File: config.mk
export PLATFORM = sky130hd
export DESIGN_NAME = nvme_admin_cmd_exec
export DESIGN_NICKNAME = d
export VERILOG_FILES = /design/src/rtl/nvme_admin_cmd_exec.sv
export SDC_FILE = /design/constraint.sdc
export NUM_CORES = 1
export LEC_CHECK = 0
export BUFFER_PORTS_ARGS = -buffer_cell sky130_fd_sc_hd__buf_2
export CORE_MARGIN = 10
export CORE_UTILIZATION = 48
export CTS_CLUSTER_SIZE = 20
export DETAILED_ROUTE_END_ITERATION = 7
export PLACE_DENSITY = 0.84
export RECOVER_POWER = 100
export SYNTH_ARGS = -nofsm -noshare
export SYNTH_HDL_FRONTEND = slang
export SYNTH_SLANG_ARGS = --single-unit
File: constraint.sdc
create_clock -name clk_in -period 1.9 [get_ports clk_in]
set_input_delay 0.38 -clock clk_in [delete_from_list [all_inputs] [get_ports clk_in]]
set_output_delay 0.38 -clock clk_in [all_outputs]
set_load 0.03 [all_outputs]
File: src/rtl/nvme_admin_cmd_exec.sv
// nvme_admin_cmd_exec: builds one NVMe admin command in the admin SQ, rings the tail doorbell,
// polls the admin CQ for its completion and rings the head doorbell.
module nvme_admin_cmd_exec #(
    parameter int          ASQ_DEPTH = 8,
    parameter int          ACQ_DEPTH = 8,
    parameter logic [15:0] IO_QSIZE  = 16'd64,
    parameter logic [15:0] IO_QID    = 16'd1,
    parameter logic [63:0] IDENT_PRP = 64'h0000_0000_1000_0000,
    parameter logic [63:0] IOCQ_PRP  = 64'h0000_0000_2000_0000,
    parameter logic [63:0] IOSQ_PRP  = 64'h0000_0000_3000_0000,
    parameter logic [31:0] SQ0TDBL   = 32'h1000,
    parameter logic [31:0] CQ0HDBL   = 32'h1004,
    parameter logic [31:0] TIMEOUT   = 32'd1_000_000
) (
    input  logic        clk_in,
    input  logic        resetb,
    input  logic [31:0] config_data,
    input  logic [31:0] nsid,
    output logic        sq_wr_en,
    output logic [9:0]  sq_wr_addr,
    output logic [31:0] sq_wr_data,
    output logic        cq_rd_en,
    output logic [9:0]  cq_rd_addr,
    input  logic [31:0] cq_rd_data,
    output logic        db_wr_en,
    output logic [31:0] db_addr,
    output logic [31:0] db_data,
    output logic        seq_tail_done,
    output logic        seq_tail_done_ack,
    output logic        cmd_complete,
    output logic        cmd_complete_ack,
    output logic [14:0] cmd_status,
    output logic        cmd_error,
    output logic        busy
);
    localparam int SQW = $clog2(ASQ_DEPTH);
    localparam int CQW = $clog2(ACQ_DEPTH);

    typedef enum logic [2:0] {IDLE, BUILD, DOORBELL, POLL_RD, POLL_CHK, CQ_DB, DONE} state_t;
    state_t state, nxt;

    logic [31:0]    cfg_q, pend_code, nsid_q, tcnt, sel, dword;
    logic           pend, err_q, bad_q, cmp_q, tail_ack_q, phase;
    logic [2:0]     code;
    logic [3:0]     dw_cnt;
    logic [SQW-1:0] sq_tail, sq_tail_nx;
    logic [CQW-1:0] cq_head, cq_head_nx;
    logic [15:0]    cid;
    logic [14:0]    status_q;
    logic [7:0]     opcode;
    logic [63:0]    prp;
    logic           change, go, valid, start, accept, timed_out, ident_ns, ioq;

    assign change     = config_data != cfg_q && config_data != 32'd0;
    assign sel        = pend ? pend_code : config_data;
    assign go         = state == IDLE && (pend || change);
    assign valid      = sel >= 32'd1 && sel <= 32'd5;
    assign start      = go && valid;
    assign accept     = cq_rd_data[16] == phase && cq_rd_data[15:0] == cid;
    assign timed_out  = tcnt >= TIMEOUT;
    assign sq_tail_nx = sq_tail + SQW'(1);
    assign cq_head_nx = cq_head + CQW'(1);

    assign opcode   = code == 3'd4 ? 8'h05 : code == 3'd5 ? 8'h01 : 8'h06;
    assign prp      = code == 3'd4 ? IOCQ_PRP : code == 3'd5 ? IOSQ_PRP : IDENT_PRP;
    assign ident_ns = code == 3'd2 || code == 3'd3;
    assign ioq      = code == 3'd4 || code == 3'd5;
    assign dword    = dw_cnt == 4'd0  ? {cid, 8'h00, opcode} :
                      dw_cnt == 4'd1  ? (ident_ns ? nsid_q : 32'd0) :
                      dw_cnt == 4'd6  ? prp[31:0] :
                      dw_cnt == 4'd7  ? prp[63:32] :
                      dw_cnt == 4'd10 ? (code == 3'd1 ? 32'd1 : ioq ? {IO_QSIZE - 16'd1, IO_QID} : 32'd0) :
                      dw_cnt == 4'd11 ? (code == 3'd4 ? 32'd1 : code == 3'd5 ? {IO_QID, 16'h0001} : 32'd0) :
                      32'd0;

    assign sq_wr_addr        = sq_wr_en ? 10'({sq_tail, dw_cnt}) : 10'd0;
    assign sq_wr_data        = sq_wr_en ? dword : 32'd0;
    assign cq_rd_addr        = cq_rd_en ? 10'({cq_head, 2'b11}) : 10'd0;
    assign seq_tail_done     = state inside {POLL_RD, POLL_CHK, CQ_DB};
    assign seq_tail_done_ack = tail_ack_q;
    assign cmd_complete      = cmp_q || state == DONE;
    assign cmd_complete_ack  = state == DONE;
    assign cmd_status        = status_q;
    assign cmd_error         = err_q || bad_q;
    assign busy              = state != IDLE;

    always_ff @(posedge clk_in)
        if (resetb) state <= IDLE;
        else state <= nxt;

    always_comb begin
        nxt      = state;
        sq_wr_en = 1'b0;
        cq_rd_en = 1'b0;
        db_wr_en = 1'b0;
        db_addr  = 32'd0;
        db_data  = 32'd0;
        case (state)
            IDLE:     nxt = start ? BUILD : IDLE;
            BUILD: begin
                sq_wr_en = 1'b1;
                nxt      = dw_cnt == 4'd15 ? DOORBELL : BUILD;
            end
            DOORBELL: begin
                db_wr_en = 1'b1;
                db_addr  = SQ0TDBL;
                db_data  = 32'(sq_tail_nx);
                nxt      = POLL_RD;
            end
            POLL_RD: begin
                cq_rd_en = 1'b1;
                nxt      = POLL_CHK;
            end
            POLL_CHK: nxt = accept ? CQ_DB : timed_out ? DONE : POLL_RD;
            CQ_DB: begin
                db_wr_en = 1'b1;
                db_addr  = CQ0HDBL;
                db_data  = 32'(cq_head);
                nxt      = DONE;
            end
            DONE:     nxt = IDLE;
            default:  nxt = IDLE;
        endcase
    end

    always_ff @(posedge clk_in) begin
        if (resetb) begin
            cfg_q      <= 32'd0;
            pend       <= 1'b0;
            pend_code  <= 32'd0;
            nsid_q     <= 32'd0;
            code       <= 3'd0;
            dw_cnt     <= 4'd0;
            tcnt       <= 32'd0;
            sq_tail    <= '0;
            cq_head    <= '0;
            phase      <= 1'b1;
            cid        <= 16'd0;
            status_q   <= 15'd0;
            err_q      <= 1'b0;
            bad_q      <= 1'b0;
            cmp_q      <= 1'b0;
            tail_ack_q <= 1'b0;
        end else begin
            cfg_q      <= config_data;
            bad_q      <= go && !valid;
            tail_ack_q <= state == DOORBELL;
            // a change that cannot start right now is held until the next IDLE cycle
            if (change && !(state == IDLE && !pend)) begin
                pend      <= 1'b1;
                pend_code <= config_data;
            end else if (state == IDLE && pend) begin
                pend <= 1'b0;
            end
            if (start) begin
                code   <= sel[2:0];
                nsid_q <= nsid;
                dw_cnt <= 4'd0;
                tcnt   <= 32'd0;
                err_q  <= 1'b0;
                cmp_q  <= 1'b0;
            end
            if (state == BUILD) dw_cnt <= dw_cnt + 4'd1;
            if (state == DOORBELL) sq_tail <= sq_tail_nx;
            if (state == POLL_RD || state == POLL_CHK) tcnt <= tcnt + 32'd1;
            if (state == POLL_CHK && accept) begin
                status_q <= cq_rd_data[31:17];
                err_q    <= |cq_rd_data[31:17];
                cq_head  <= cq_head_nx;
                if (cq_head_nx == '0) phase <= ~phase;
            end else if (state == POLL_CHK && timed_out) begin
                status_q <= 15'h7FFF;
                err_q    <= 1'b1;
            end
            if (state == DONE) begin
                cmp_q <= 1'b1;
                cid   <= cid + 16'd1;
            end
        end
    end
endmodule

======== Yosys cells after proc, flatten, opt, wreduce, memory -nomap -nowiden ========
Index checks and enable logic that the tools add are counted.
storage, ports and cells
  register bits ........................... 181
  bits of input ports ..................... 98
  output and inout bits ................... 140
cells by class
  reductions and logical operators ........ 35
  equal/unequal tests ..................... 20
  $lt $le $gt $ge ......................... 3
  $add $sub $neg .......................... 5
  bitwise gates (word level) .............. 1
  muxes and demuxes ....................... 41
operators by type and width
  kind                                                                                   count
  32-bit 2-to-1 mux                                                                      7
  30-bit 2-to-1 mux                                                                      3
  22-bit 2-to-1 mux                                                                      4
  17-bit 2-to-1 mux                                                                      3
  32-bit by 1-bit adder with 32-bit output, second input constant                        1
  32-bit by 1-bit greater-or-equal comparator with 1-bit output, second input constant   1
  32-bit by 20-bit greater-or-equal comparator with 1-bit output, second input constant  1
  32-bit by 3-bit <= comparator with 1-bit output, second input constant                 1
  32-bit != test                                                                         1
  32-bit nonzero test                                                                    1
  15-bit 2-to-1 mux                                                                      2
  13-bit case mux with 2 select lines                                                    1
  3-bit case mux with 6 select lines                                                     1
  16-bit by 1-bit adder with 16-bit output, second input constant                        1
  16-bit equality test                                                                   1
  3-bit equality test, second input constant                                             5
  15-bit OR reduction                                                                    1
  3-bit by 2-bit equality test with 1-bit output, second input constant                  4
  4-bit equality test, second input constant                                             3
  3-bit 2-to-1 mux                                                                       4
  1-bit logical AND                                                                      11
  1-bit 2-to-1 mux                                                                       10
  2-bit nonzero test                                                                     5
  3-bit nonzero test                                                                     3
  18 further kinds                                                                       30

======== Longest topological paths before layout ========
  depth after elaboration ................. 10
  mapped depth ............................ 10

======== Worst setup path before layout ========
Ideal clock, no wire load.
  path type ............................... register -> output
  start ................................... register state[0]
  end ..................................... output port sq_wr_data[15]
  arrival time ............................ 2038 ps
  buffers on the path ..................... 2
  cell stages (with the launch flop) ...... 7
  data required time ...................... 1520 ps
  setup slack ............................. -518 ps
  cells stage by stage .................... dfxtp_1 -> inv_1 -> or3_1 -> clkbuf_1 -> inv_1 -> clkbuf_1 -> and3_1
on the way
  longest elaborated chain between the ends .. 3
RTL lines
  element                                         line  RTL
  start: declaration                              40    state_t state, nxt;
  start signal: assignment                        89    else state <= nxt;
  3-bit by 1-bit equality test with 1-bit output  98    case (state)
  1-bit 2-to-1 mux                                98
  via sq_wr_en                                    19    output logic sq_wr_en,
  32-bit 2-to-1 mux                               77    assign sq_wr_data = sq_wr_en ? dword : 32'd0;
  end: declaration                                21    output logic [31:0] sq_wr_data,
The timed path passes the listed nets, and every way through them passes these cells.

======== Worst setup path after layout ========
  start ................................... register cid[2]
  end ..................................... register phase
on the way
  longest elaborated chain between the ends .. 4
RTL lines
  element                               line  RTL
  start: declaration                    48    logic [15:0] cid;
  start signal: assignment              177   cid <= cid + 16'd1;
  16-bit equality test                  59    assign accept = cq_rd_data[16] == phase && cq_rd_data[15:0] == cid;
  1-bit logical AND                     59
  1-bit logical AND                     166   if (state == POLL_CHK && accept) begin
  2-bit AND reduction (no source line)  n/a
  end signal: assignment                170   if (cq_head_nx == '0) phase <= ~phase;
  end: declaration                      43    logic pend, err_q, bad_q, cmp_q, tail_ack_q, phase;
No other way between the ends.
A chain may end at the register's enable or synchronous reset.

==> qor.csv <==
stage,metric,value,unit
cells_and_area,Reg area,0.00366,mm²
cells_and_area,Syn-to-layout area delta,61.2,%
synthesis,Yosys top cell by area,dfxtp_1,
synthesis,Post-synth EDFFs,0,
synthesis,main area contributors after synthesis,"dfxtp_1, buf_4, xor2_1",
routing,Antenna Nets Post-Route,0,
worst_setup_path,flop-to-flop setup slack,-1.25,ns
routing,DRC,0,
worst_setup_path,CP required,2.23,ns
global_route,vias in the first global route,10600,
cells_and_area,NumNets Final,1526,
worst_hold_path,Hold Path Class,input port to flop,
synthesis,Synth async-reset ratio,0,%
clock_tree,Clock Tree Buf Depth,2,
placement,cell total after placement,1532,
placement,RePlAce Congestion,0.892,
floorplan,die height,158,µm
global_route,GR Layer Usage met1,30.9,%
timing,Layout Skew,0.0147,ns
timing,Tightest Pin Transition,1.06,ns
clock_tree,# hold bufs at CTS,0,
clock_tree,clock latency on the worst-skew pair,0.46,ns
timing,setup ws final,-1.25,ns
timing,Final Hold Fails,0,
routing,Via Count,11200,
cells_and_area,Final Non-Filler Cells,1668,
global_route,met3 usage,7.68,%
routing,drt via density,6.73,
synthesis,count of cell types in the netlist,64,
worst_setup_path,Critical Path Source Type,flop,
synthesis,Yosys top cell area share,39.8,%
global_route,gr ovfl total,0,
cells_and_area,final core occ,78.5,%
clock_tree,H-tree Lvls,4,
synthesis,Yosys reg bits,181,
synthesis,"Avg Cell Area, Syn",8.63,µm²
clock_tree,TritonCTS Buffers,17,
timing,total negative setup slack,-106.37,ns
floorplan,Initial Util,48.7,%
worst_setup_path,CP Data Arrival Time,3.48,ns
global_route,largest net degree at the start of global routing,70,
clock_tree,count of clock tree sinks,181,
cells_and_area,Multi-input gate area,0.00637,mm²
floorplan,IO Pins,238,
global_route,GRT Overall Usage,29.6,%
clock_tree,CTS root buffer,clkbuf_16,
power,Pleak,0.00589,µW
routing,final wirelength,49800,µm
cells_and_area,most frequent cells in the layout,"dfxtp_1, buf_4, buf_6",
power,maximum VDD drop,0.712,mV
synthesis,"Cell Area, Synth",0.00911,mm²
placement,DP HPWL,19100,µm
timing,period utilization,166,%
global_route,antenna violations before repair,9,
cells_and_area,"commonest non-fill, non-tap cell in the layout",dfxtp_1,
worst_setup_path,CP endpoint kind,flop,
floorplan,CORE AREA,0.0187,mm²
timing,setup violators final,200,
timing,RSZ-0062 raised after global routing,true,
clock_tree,Worst-path clk slew,0.07,ns
clock_tree,CTS tree,done,
worst_setup_path,critical path type,flop to flop,
timing,Final min period,3.15,ns
cells_and_area,share of layout cells above drive strength 1,47.8,%
synthesis,cells after synthesis,1056,
run_status,outcome,"complete, but fails checks",
floorplan,die area,0.0249,mm²
placement,pre-CTS setup slack,-0.489,ns
power,P per Cell Area,563,mW/mm²
cells_and_area,fillcell total,898,
timing,slew margin rel.,29.1,%
run,max_cap viols,0,
global_route,global-route wire length before repair,58600,µm
timing,FMAX,317,MHz
synthesis,Post-synth top flop,dfxtp_1,
worst_setup_path,"Max FO, Critical Path",8,
routing,DR pass1 iterations,8,
global_route,grt met2 use,52.2,%
timing,Max Slew Vio Count,0,
synthesis,YS warnings,0,
floorplan,die width,158,µm
routing,Initial DRC Count,1775,
run_status,violated checks,negative setup slack,
routing,drt wl/cell,29.8,µm
placement,Port Buf Inserts,170,
synthesis,register area share after synthesis,39.8,%
global_route,"Most Used Layer, Global Route",met2,
floorplan,num rows,50,
## worst paths after layout
kind | cells past startpoint | start | end
setup / recovery | 6 | cid[2]$_SDFFE_PP0P_ | phase$_SDFFE_PP1P_
hold / removal | 3 | nsid[27] | nsid_q[27]$_SDFFE_PP0P_
setup reg to reg | 6 | cid[2]$_SDFFE_PP0P_ | phase$_SDFFE_PP1P_
hold reg to reg | 2 | nsid_q[12]$_SDFFE_PP0P_ | nsid_q[12]$_SDFFE_PP0P_
## synth_stat cells, types with 14 or more instances
library cell  number
nand4_1           15
buf_2             14
xor2_1            60
nand2b_1          34
buf_4             71
xnor2_1           19
nor4_1            33
and3_1            28
nor2b_1           39
nor2_1           120
nand3_1           27
nand3b_1          36
a311oi_1          17
dfxtp_1          181
and2_1            14
o22ai_1           15
o21ai_0           49
clkbuf_1          42
a21oi_1           26
mux2i_1           37
nand2_1           46
nor3_1            25
## state kept, by name, indices dropped and copies added (netlist names)
register and cells:
cq_head 3, cid 16, code 3, nsid_q 32
state 3, cmp_q 1, pend_code 32, cfg_q 32
sq_tail 3, dw_cnt 4, pend 1, err_q 1
tcnt 32, phase 1, bad_q 1, seq_tail_done_ack 1
cmd_status 15
## cell families (layout without fill, tap and decap cells)
family,Yosys count,in the layout,share of synthesized area (%)
AO/OA/AOI/OAI,156,156,11.1
XOR/XNOR,79,79,7.59
adder cells (fa/ha/maj),11,11,1.48
buffers and inverters,146,455,9.50
flip-flops,181,181,39.8
multiplexers,37,37,4.06
other,1,70,0.0412
AND/OR/NAND/NOR,445,445,26.4
## layout make-up
type                       instances  area share [%]
antenna                            3          0.0511
clock buffer                      20            3.11
clock inverter                    12           0.877
inverter                          13           0.502
multi-input combinational        795            43.4
sequential                       181            24.9
tap                              234            1.99
timing repair buffer             410            25.2
## metrics by stage
stage	hold WS [ns]	total power (µW)	instance area (µm²)
detailed placement	0.461	4540	11200
global route	0.177	8450	14700
global placement	0.454	4530	11200
finish	0.173	8280	14700
floorplan	0.445	4400	9690
CTS	0.173	8040	14000
## routing by layer
layer  routed length (µm)  vias to the layer above
met5                  178                        -
met4                 5790                       14
met3                 6470                      565
met1                15300                     5135
met2                22000                     1232
li1                     -                     4287
## critical path, cell delays in order, from the launching register on
cell	delay (ns)
dfxtp_1	0.35
xnor2_1	0.85
nand3_1	0.33
or4_4	0.64
buf_12	0.19
nor3_1	0.27
or3b_1	0.39
## timing repair
item	in CTS	in global routing
gates cloned	21	3
pin swaps	74	96
resized for setup	360	169
buffers inserted	58	42
endpoints found under the setup margin	184	190
## power breakdown
part / switching, µW / internal (µW)
Combinational: 497 / 227
Clock: 1700 / 2010
Sequential: 21.5 / 3820
Note: power is estimated with default switching activity, not from simulation.
